## config.mk

```make
export PLATFORM = sky130hd
export DESIGN_NAME = pc_fetch_ctrl
export DESIGN_NICKNAME = d
export VERILOG_FILES = /design/src/rtl/pc_fetch_ctrl.sv
export SDC_FILE = /design/constraint.sdc
export NUM_CORES = 1
export LEC_CHECK = 0
export BUFFER_PORTS_ARGS = -buffer_cell sky130_fd_sc_hd__buf_2
export CORE_MARGIN = 4
export CORE_UTILIZATION = 30
export CTS_BUF_LIST = sky130_fd_sc_hd__clkbuf_16
export DETAILED_ROUTE_END_ITERATION = 7
export GPL_ROUTABILITY_DRIVEN = 0
export PLACE_DENSITY_LB_ADDON = 0.12
export SLEW_MARGIN = 40
export SYNTH_ARGS = -nofsm -noshare
export SYNTH_HDL_FRONTEND = slang
export SYNTH_SLANG_ARGS = --single-unit
```

## constraint.sdc

```tcl
create_clock -name clk -period 3 [get_ports clk]
set_clock_uncertainty 0.05 [all_clocks]
set_input_delay 0.45 -clock clk [delete_from_list [all_inputs] [get_ports clk]]
set_output_delay 0.45 -clock clk [all_outputs]
set_load 0.005 [all_outputs]
```

## src/rtl/pc_fetch_ctrl.sv

```systemverilog
// Purpose: fetch sequencer owning the PC; one instruction in flight, handed to decode one at a time.
// Latency: first imem_req 2 cycles after reset release; instr_valid the cycle after imem_ack; >= 3 cycles/instr.
// Backpressure: stall holds instr/pc/instr_valid; no new request is issued until decode consumes.
//
// Build option: define PC_FETCH_MISALIGN_TRAP_EN to turn a misaligned redirect target into a
// sticky fetch_err. Without it the low two target bits are simply cleared.
module pc_fetch_ctrl #(
    parameter logic [31:0] RESET_VEC   = 32'h0000_0000,
    parameter int unsigned TIMEOUT_CYC = 16
) (
    input  logic        clk,
    input  logic        rst,
    output logic        imem_req,
    output logic [31:0] imem_addr,
    input  logic        imem_ack,
    input  logic [31:0] imem_rdata,
    output logic        instr_valid,
    output logic [31:0] instr,
    output logic [31:0] pc,
    input  logic        stall,
    input  logic        redirect,
    input  logic [31:0] redirect_pc,
    output logic        fetch_err
);

    typedef enum logic [1:0] {
        IDLE  = 2'd0,
        FETCH = 2'd1,
        ISSUE = 2'd2,
        ERR   = 2'd3
    } state_t;

    localparam logic [31:0] NOP_INSTR = 32'h0000_0013;
    localparam logic [16:0] TO_LIMIT  = 17'(TIMEOUT_CYC);

    state_t      state;
    logic [15:0] wait_cnt;
    logic [16:0] wait_cnt_inc;
    logic        pend;
    logic [31:0] pend_pc;
    logic [31:0] redir_tgt;
    logic        trap;

    // The address seen by memory is always the architectural PC.
    assign imem_addr = pc;

    // Redirect targets are word aligned before use.
    assign redir_tgt = redirect_pc & 32'hFFFF_FFFC;

    // Widened so the timeout compare cannot overflow at the top of the range.
    assign wait_cnt_inc = {1'b0, wait_cnt} + 17'd1;

`ifdef PC_FETCH_MISALIGN_TRAP_EN
    // A misaligned target is fatal whenever a redirect would be accepted.
    assign trap = redirect && (redirect_pc[1:0] != 2'b00);
`else
    assign trap = 1'b0;
`endif

    // Fetch sequencer: state, PC, request handshake, issued instruction and error flag.
    always_ff @(posedge clk) begin
        if (!rst) begin
            state       <= IDLE;
            pc          <= RESET_VEC;
            imem_req    <= 1'b0;
            instr_valid <= 1'b0;
            instr       <= NOP_INSTR;
            fetch_err   <= 1'b0;
            pend        <= 1'b0;
            pend_pc     <= RESET_VEC;
            wait_cnt    <= 16'd0;
        end else begin
            case (state)
                IDLE: begin
                    state <= FETCH;
                end

                FETCH: begin
                    if (trap) begin
                        state       <= ERR;
                        fetch_err   <= 1'b1;
                        imem_req    <= 1'b0;
                        instr_valid <= 1'b0;
                        wait_cnt    <= 16'd0;
                    end else begin
                        // A redirect seen while fetching becomes the pending target;
                        // the newest one wins.
                        if (redirect) begin
                            pend    <= 1'b1;
                            pend_pc <= redir_tgt;
                        end
                        if (!imem_req) begin
                            // One quiet cycle before every request.
                            imem_req <= 1'b1;
                            wait_cnt <= 16'd0;
                        end else if (imem_ack) begin
                            imem_req <= 1'b0;
                            wait_cnt <= 16'd0;
                            if (redirect || pend) begin
                                // Wrong-path word: drop it and refetch from the target.
                                pc   <= redirect ? redir_tgt : pend_pc;
                                pend <= 1'b0;
                            end else begin
                                instr       <= imem_rdata;
                                instr_valid <= 1'b1;
                                state       <= ISSUE;
                            end
                        end else if (wait_cnt_inc == TO_LIMIT) begin
                            state     <= ERR;
                            fetch_err <= 1'b1;
                            imem_req  <= 1'b0;
                            wait_cnt  <= wait_cnt_inc[15:0];
                        end else begin
                            wait_cnt <= wait_cnt_inc[15:0];
                        end
                    end
                end

                ISSUE: begin
                    if (trap) begin
                        state       <= ERR;
                        fetch_err   <= 1'b1;
                        imem_req    <= 1'b0;
                        instr_valid <= 1'b0;
                    end else if (!stall) begin
                        // Consume: a live redirect beats a recorded one, else fall through.
                        instr_valid <= 1'b0;
                        state       <= FETCH;
                        pend        <= 1'b0;
                        if (redirect) begin
                            pc <= redir_tgt;
                        end else if (pend) begin
                            pc <= pend_pc;
                        end else begin
                            pc <= pc + 32'd4;
                        end
                    end else if (redirect) begin
                        pend    <= 1'b1;
                        pend_pc <= redir_tgt;
                    end
                end

                ERR: begin
                    // Sticky until reset; all outputs already parked.
                    imem_req    <= 1'b0;
                    instr_valid <= 1'b0;
                    fetch_err   <= 1'b1;
                end

                default: begin
                    state <= IDLE;
                end
            endcase
        end
    end

endmodule

```

==> results of run 1 <==
==> registers in the layout, summed over array words and instances, names as in the netlist <==
register,count
pend_pc,32
wait_cnt,16
pend,1
imem_addr,32
instr,32
state,2
imem_req,1
instr_valid,1
fetch_err,1
==> worst reg2reg max path, stage by stage, from the launching register on <==
cell and delay [ps]:
dfxtp_1 450, ha_1 310, inv_1 160, or3_1 450
xor2_1 250, o211ai_4 140, nor4_1 370, o21a_1 150
==> where the power goes <==
| part | leakage [µW] | total, µW | internal [µW] | switching [µW] |
|---|---|---|---|---|
| Combinational | 0.00192 | 1590 | 659 | 932 |
| Sequential | 0.000956 | 2060 | 1780 | 281 |
| Clock | 0.000296 | 2110 | 1260 | 852 |
==> cell families after synthesis <==
kind of cell    count (synthesis)  share of synthesized area (%)
flops                         118                           36.8
fa+ha+maj                       7                           1.37
mux                             4                          0.702
compound gates                234                           24.0
xor+xnor                       14                           1.91
simple gates                  375                           27.4
buf+inv                        99                           7.78
==> metrics by stage <==
stage	cell area (µm²)	utilization [%]	cells	total power, µW
final	7920	37.7	1255	5760
after global routing	7920	37.7	1254	6130
after CTS	7920	37.7	1254	5840
after detailed placement	7310	34.8	1222	3690
after global placement	7310	34.8	1222	3690
after floorplan	6410	-	851	3100
==> cell usage after synthesis (9+ instances only) <==
master,number
nand2_1,203
dfxtp_1,118
a21boi_0,72
o21ai_0,66
clkbuf_1,51
a21oi_1,40
nor2_1,35
buf_4,32
nand3_1,24
nor3_1,21
nand4_1,14
nor2b_1,14
and3_1,13
and2_1,11
inv_1,9
nor4_1,9
o211ai_1,9
==> worst max path at each step <==
| stage | start | to | slack, ps | cells past startpoint |
|---|---|---|---|---|
| after floorplan | wait_cnt[0]$_SDFFE_PN0P_ | imem_req$_SDFFE_PN0P_ | 900 | 7 |
| after global placement | redirect | imem_addr[27]$_SDFFE_PN0P_ | 540 | 7 |
| after detailed placement | redirect | imem_addr[27]$_SDFFE_PN0P_ | 530 | 7 |
| after CTS | pend$_SDFFE_PN0P_ | imem_addr[27]$_SDFFE_PN0P_ | 600 | 6 |
| after global routing | pend$_SDFFE_PN0P_ | imem_addr[27]$_SDFFE_PN0P_ | 380 | 6 |
| final | wait_cnt[0]$_SDFFE_PN0P_ | fetch_err$_SDFFE_PN0P_ | 630 | 7 |
==> metal layers <==
metal | track usage [%] | routed length [µm] | up-vias
met3 | 4.62 | 1130 | 19
met2 | 23.8 | 8510 | 132
met4 | 4.67 | 205 | 4
li1 | - | - | 3170
met1 | 24.6 | 10100 | 2824
met5 | 0 | 27 | -
==> layout make-up <==
class / instances / area [µm²] / share of cell area, %
clock inverter: 15 / 180 / 2.27
antenna: 1 / 2.50 / 0.0316
clock buffer: 17 / 425 / 5.37
sequential: 118 / 2360 / 29.8
inverter: 9 / 33.8 / 0.426
multi-input combinational: 634 / 3550 / 44.9
tap: 275 / 344 / 4.34
timing repair buffer: 186 / 1020 / 12.9
==> impl_metrics.env, run 1 <==
export IMPL_slowest_stage="dfxtp_1"
export IMPL_hold_end="instr[4]$_SDFFE_PN1P_"
export IMPL_die_h_um=154
export IMPL_drt_pass1_iterations=4
export IMPL_wl_per_cell_um=15.9
export IMPL_cts_sinks=118
export IMPL_drtIter0Drc=329
export IMPL_gr_total_overflow=0
export IMPL_cts_setup_buffers=0
export IMPL_port_buffers=165
export IMPL_min_path_type="input pin to flop"
export IMPL_synthTopCellsByArea="dfxtp_1 37%, nand2_1 12%, a21boi_0 8.4%"
export IMPL_layout_common_cells="203 x nand2_1, 165 x buf_2, 118 x dfxtp_1, 72 x a21boi_0, 66 x o21ai_0"
export IMPL_cts_tree="yes"
export IMPL_reg2reg_depth=7
export IMPL_grt_usage_pct=16.7
export IMPL_wirelength_um=20000
export IMPL_grt_pass1_wl_um=31900
export IMPL_p_per_area_nw_per_um2=727
export IMPL_critPathCaptureType="flop"
export IMPL_hpwlAfterDp_um=13900
export IMPL_r2r_start="wait_cnt[0]$_SDFFE_PN0P_"
export IMPL_antenna_found_initial=2
export IMPL_clk_path_buf_depth=2
export IMPL_async_flop_share_pct=0
export IMPL_synth_edf_count=0
export IMPL_synth_cell_types=60
export IMPL_clk_pin_slew_ps=60
export IMPL_grt_pass1_vias=5673
export IMPL_arrival_ps=2690
export IMPL_htreeDepth=4
export IMPL_synth_ff_latch_count=118
export IMPL_postCtsHoldBufs=0
export IMPL_hold_depth=3
export IMPL_synthCells=851
export IMPL_syn_area_um2=6410
export IMPL_final_setup_worst_slack_ps=629
export IMPL_cp_num_buf_inv=1
export IMPL_synth_top_area_share_pct=36.8
export IMPL_path_class="flop to flop"
export IMPL_ys_warn_count=0
export IMPL_worst_pin_slew_ps=707
export IMPL_clk_latency_ps=430
export IMPL_floorplan_initialDensity_pct=30.5
export IMPL_finalSetupViolations=0
export IMPL_cts_resized=0
export IMPL_synth_nets=927
export IMPL_post_route_period_util_pct=79.0
export IMPL_start_kind="flop"
export IMPL_synth_largest_area_cell="dfxtp_1"
export IMPL_ff2ff_setup_slack_ps=630
export IMPL_tns_ps=0
export IMPL_max_slew_margin_pct=52.8
export IMPL_core_area_um2=21000
export IMPL_pre_cts_ws_ps=535
export IMPL_worstPathRequired_ps=3320
export IMPL_syn_area_per_cell_um2=7.54
export IMPL_num_rows=53
export IMPL_fillers=2240
export IMPL_drive_above_1_share_pct=23.6
export IMPL_cts_root_buf="clkbuf_16"
export IMPL_rsz0062_at_grt="false"
export IMPL_cp_max_fo=7
export IMPL_antenna_left=0
export IMPL_grt_max_degree=75
export IMPL_worstHoldStart="imem_rdata[4]"
export IMPL_io_pins=168
export IMPL_hold_slack_ps=181
export IMPL_critical_path_top_delay_family="simple AND/OR/NAND/NOR gates"
export IMPL_rr_endpoint="fetch_err$_SDFFE_PN0P_"
export IMPL_ys_seq_area_share_pct=36.8
export IMPL_final_nets=1042
export IMPL_hold_viol=0
export IMPL_power_leakage_uw=0.00317
export IMPL_vias=6149
export IMPL_synth_main_ff_cell="dfxtp_1"
export IMPL_drc=0
export IMPL_die_area_um2=23800
export IMPL_fin_crit_ps=2370
export IMPL_syn_to_final_growth_pct=23.5
export IMPL_cpPeakStageDelay_ps=450
export IMPL_drv_slew=0
export IMPL_drv_cap=0
export IMPL_numCtsBuffers=17
export IMPL_status="completed"
export IMPL_worstPathCellList="ha_1 > inv_1 > or3_1 > xor2_1 > o211ai_4 > nor4_1 > o21a_1"
export IMPL_viasPerCell=4.90
export IMPL_ir_worst_vdd_mv=0.421
export IMPL_final_common_cell="nand2_1"
export IMPL_die_width_um=154
export IMPL_fmax_ghz=0.422
(Power assumes the default switching activity.)
==> run 2, diff against run 1 <==
ABC_AREA = 1   (was default)
clock period = 2.3 ns   (was 3 ns; I/O delays follow)
==> impl_metrics.env, run 2 <==
export IMPL_crit_path_end="imem_addr[16]$_SDFFE_PN0P_"
export IMPL_grt_pass1_vias=6326
export IMPL_worst_pin_slew_ps=704
export IMPL_antennaDiodeCount=0
export IMPL_ys_top_cells_by_count="153 x nand2_1, 136 x nor2_1, 118 x dfxtp_1"
export IMPL_cts_root_buf="clkbuf_16"
export IMPL_p_sw_uw=2990
export IMPL_max_slew_margin_pct=53.1
export IMPL_p_clk_share_pct=33.4
export IMPL_cts_setup_buffers=0
export IMPL_fmax_ghz=0.503
export IMPL_wirelength_um=21000
export IMPL_cts_resized=0
export IMPL_clk_latency_ps=420
export IMPL_synthTopCellsByArea="dfxtp_1 36%, nand2_1 8.7%, nor2_1 7.7%"
export IMPL_antenna_left=0
export IMPL_internal_power_uw=4930
export IMPL_synth_ff_latch_count=118
export IMPL_drt_pass1_iterations=5
export IMPL_antenna_found_initial=3
export IMPL_cts_tree="yes"
export IMPL_worstPathRequired_ps=2590
export IMPL_pre_cts_ws_ps=320
export IMPL_numCtsBuffers=17
export IMPL_wl_per_cell_um=15.1
export IMPL_die_h_um=156
export IMPL_drv_cap=0
export IMPL_syn_area_per_cell_um2=6.82
export IMPL_status="completed"
export IMPL_synth_cell_types=47
export IMPL_postCtsHoldBufs=0
export IMPL_ir_worst_vdd_mv=0.582
export IMPL_ys_seq_area_share_pct=35.8
export IMPL_vias=6698
export IMPL_tns_ps=0
export IMPL_worstHoldStart="imem_rdata[0]"
export IMPL_port_buffers=165
export IMPL_synthCells=968
export IMPL_synth_largest_area_cell="dfxtp_1"
export IMPL_rr_endpoint="imem_addr[16]$_SDFFE_PN0P_"
export IMPL_core_area_um2=21800
export IMPL_post_route_period_util_pct=86.4
export IMPL_synth_top_area_share_pct=35.8
export IMPL_clk_pin_slew_ps=60
export IMPL_final_nets=1177
export IMPL_cp_startpoint="state[0]$_SDFFE_PN0P_"
export IMPL_cp_max_fo=23
export IMPL_async_flop_share_pct=0
export IMPL_fin_crit_ps=1990
export IMPL_reg2reg_depth=10
export IMPL_floorplan_initialDensity_pct=30.4
export IMPL_power_leakage_uw=0.00356
export IMPL_syn_area_um2=6610
export IMPL_grt_usage_pct=17.2
export IMPL_syn_to_final_growth_pct=23.6
export IMPL_start_kind="flop"
export IMPL_hold_viol=0
export IMPL_drv_slew=0
export IMPL_arrival_ps=2280
export IMPL_die_area_um2=24500
export IMPL_power_frac_seq_pct=33.3
export IMPL_p_sw_share_pct=37.8
export IMPL_num_rows=54
export IMPL_cts_sinks=118
export IMPL_synth_edf_count=0
export IMPL_power_frac_comb_pct=33.3
export IMPL_htreeDepth=4
export IMPL_grt_max_degree=67
export IMPL_final_common_cell="buf_2"
export IMPL_finalSetupViolations=0
export IMPL_hpwlAfterDp_um=14900
export IMPL_rsz0062_at_grt="false"
export IMPL_clk_path_buf_depth=2
export IMPL_p_per_area_nw_per_um2=970
export IMPL_gr_total_overflow=0
export IMPL_io_pins=168
export IMPL_drive_above_1_share_pct=24.6
export IMPL_critPathCaptureType="flop"
export IMPL_layout_common_cells="165 x buf_2, 153 x nand2_1, 136 x nor2_1, 118 x dfxtp_1, 86 x inv_1"
export IMPL_ys_warn_count=0
export IMPL_drtIter0Drc=317
export IMPL_drc=0
export IMPL_synth_main_ff_cell="dfxtp_1"
export IMPL_ff2ff_setup_slack_ps=310
export IMPL_path_class="flop to flop"
export IMPL_final_setup_worst_slack_ps=312
export IMPL_fillers=2442
export IMPL_r2r_start="state[0]$_SDFFE_PN0P_"
export IMPL_min_path_type="input pin to flop"
export IMPL_die_width_um=156
export IMPL_yosysMostFrequentCell="nand2_1"
export IMPL_grt_pass1_wl_um=33900
export IMPL_viasPerCell=4.80
export IMPL_synth_nets=1044
## run 2: cell types whose count changed after synthesis, moves of 12 or more
cell	delta
o22ai_1	+20
nor2b_1	-14
o31ai_1	+18
inv_1	+77
clkbuf_1	-17
nor2_2	+12
nand3_1	+21
o21ai_0	+18
nor2_1	+101
a21boi_0	-72
nand2_1	-50
and3_1	-13
a21oi_1	+29
## run 2: routing by layer
layer	track usage, %	vias to the layer above	share of wire, %
met1	23.2	3052	47
met3	4.89	24	6.6
met5	0	-	0.22
met2	27.1	169	45
li1	-	3447	-
met4	4.67	6	1.2
## run 2: metrics by stage
stage	hold WS (ps)	instance area [µm²]	util, %	std cells	total power (µW)
CTS	71.7	8160	37.5	1394	8030
floorplan	366	6610	-	968	4380
finish	86.8	8160	37.5	1394	7920
global placement	378	7590	34.9	1362	5340
global route	83.8	8160	37.5	1394	8470
detailed placement	386	7590	34.9	1362	5350
## run 2: worst max-delay path, stage by stage (launching register included)
cell,delay (ps)
dfxtp_1,350
inv_1,100
ha_1,260
nand2_1,170
nand2_1,90
clkinv_1,60
nand3_2,60
inv_2,350
buf_12,190
o21ai_0,80
a21oi_1,160
## run 2: worst min-delay path by stage
stage | cells after the start | endpoint
after detailed placement | 2 | pend_pc[0]$_SDFFE_PN0P_
final | 3 | instr[0]$_SDFFE_PN1P_
after global routing | 3 | instr[24]$_SDFFE_PN0P_
after CTS | 3 | instr[4]$_SDFFE_PN1P_
after floorplan | 2 | pend_pc[0]$_SDFFE_PN0P_
after global placement | 2 | pend_pc[1]$_SDFFE_PN0P_
## run 2: cells by family (layout without fill, tap and decap cells)
group | after synthesis | in the layout | synth area share [%]
adders and majority gates | 7 | 7 | 1.33
xor gates and xnor gates | 17 | 17 | 2.25
buffers and inverters | 183 | 329 | 12.5
and+or+nand+nor | 406 | 406 | 27.6
AOI/OAI and AO/OA | 237 | 237 | 20.6
DFF | 118 | 118 | 35.8
## run 2: power by group through the flow
stage | combinational [µW] | clock [µW] | sequential (µW)
2_1_floorplan | 1740 | 0 | 2640
3_3_place_gp | 2660 | 0 | 2680
3_5_place_dp | 2660 | 0 | 2690
4_1_cts | 2670 | 2720 | 2640
5_1_grt | 2970 | 2810 | 2690
6_report | 2640 | 2640 | 2640
## run 2: layout make-up
class | count | area [µm²] | share of cell area (%)
clock inverters | 15 | 151 | 1.85
well taps | 280 | 350 | 4.29
inverters | 100 | 375 | 4.60
repair buffers | 197 | 1080 | 13.2
multi-input cells | 667 | 3420 | 41.9
clock buffers | 17 | 425 | 5.21
flip-flops and latches | 118 | 2360 | 28.9
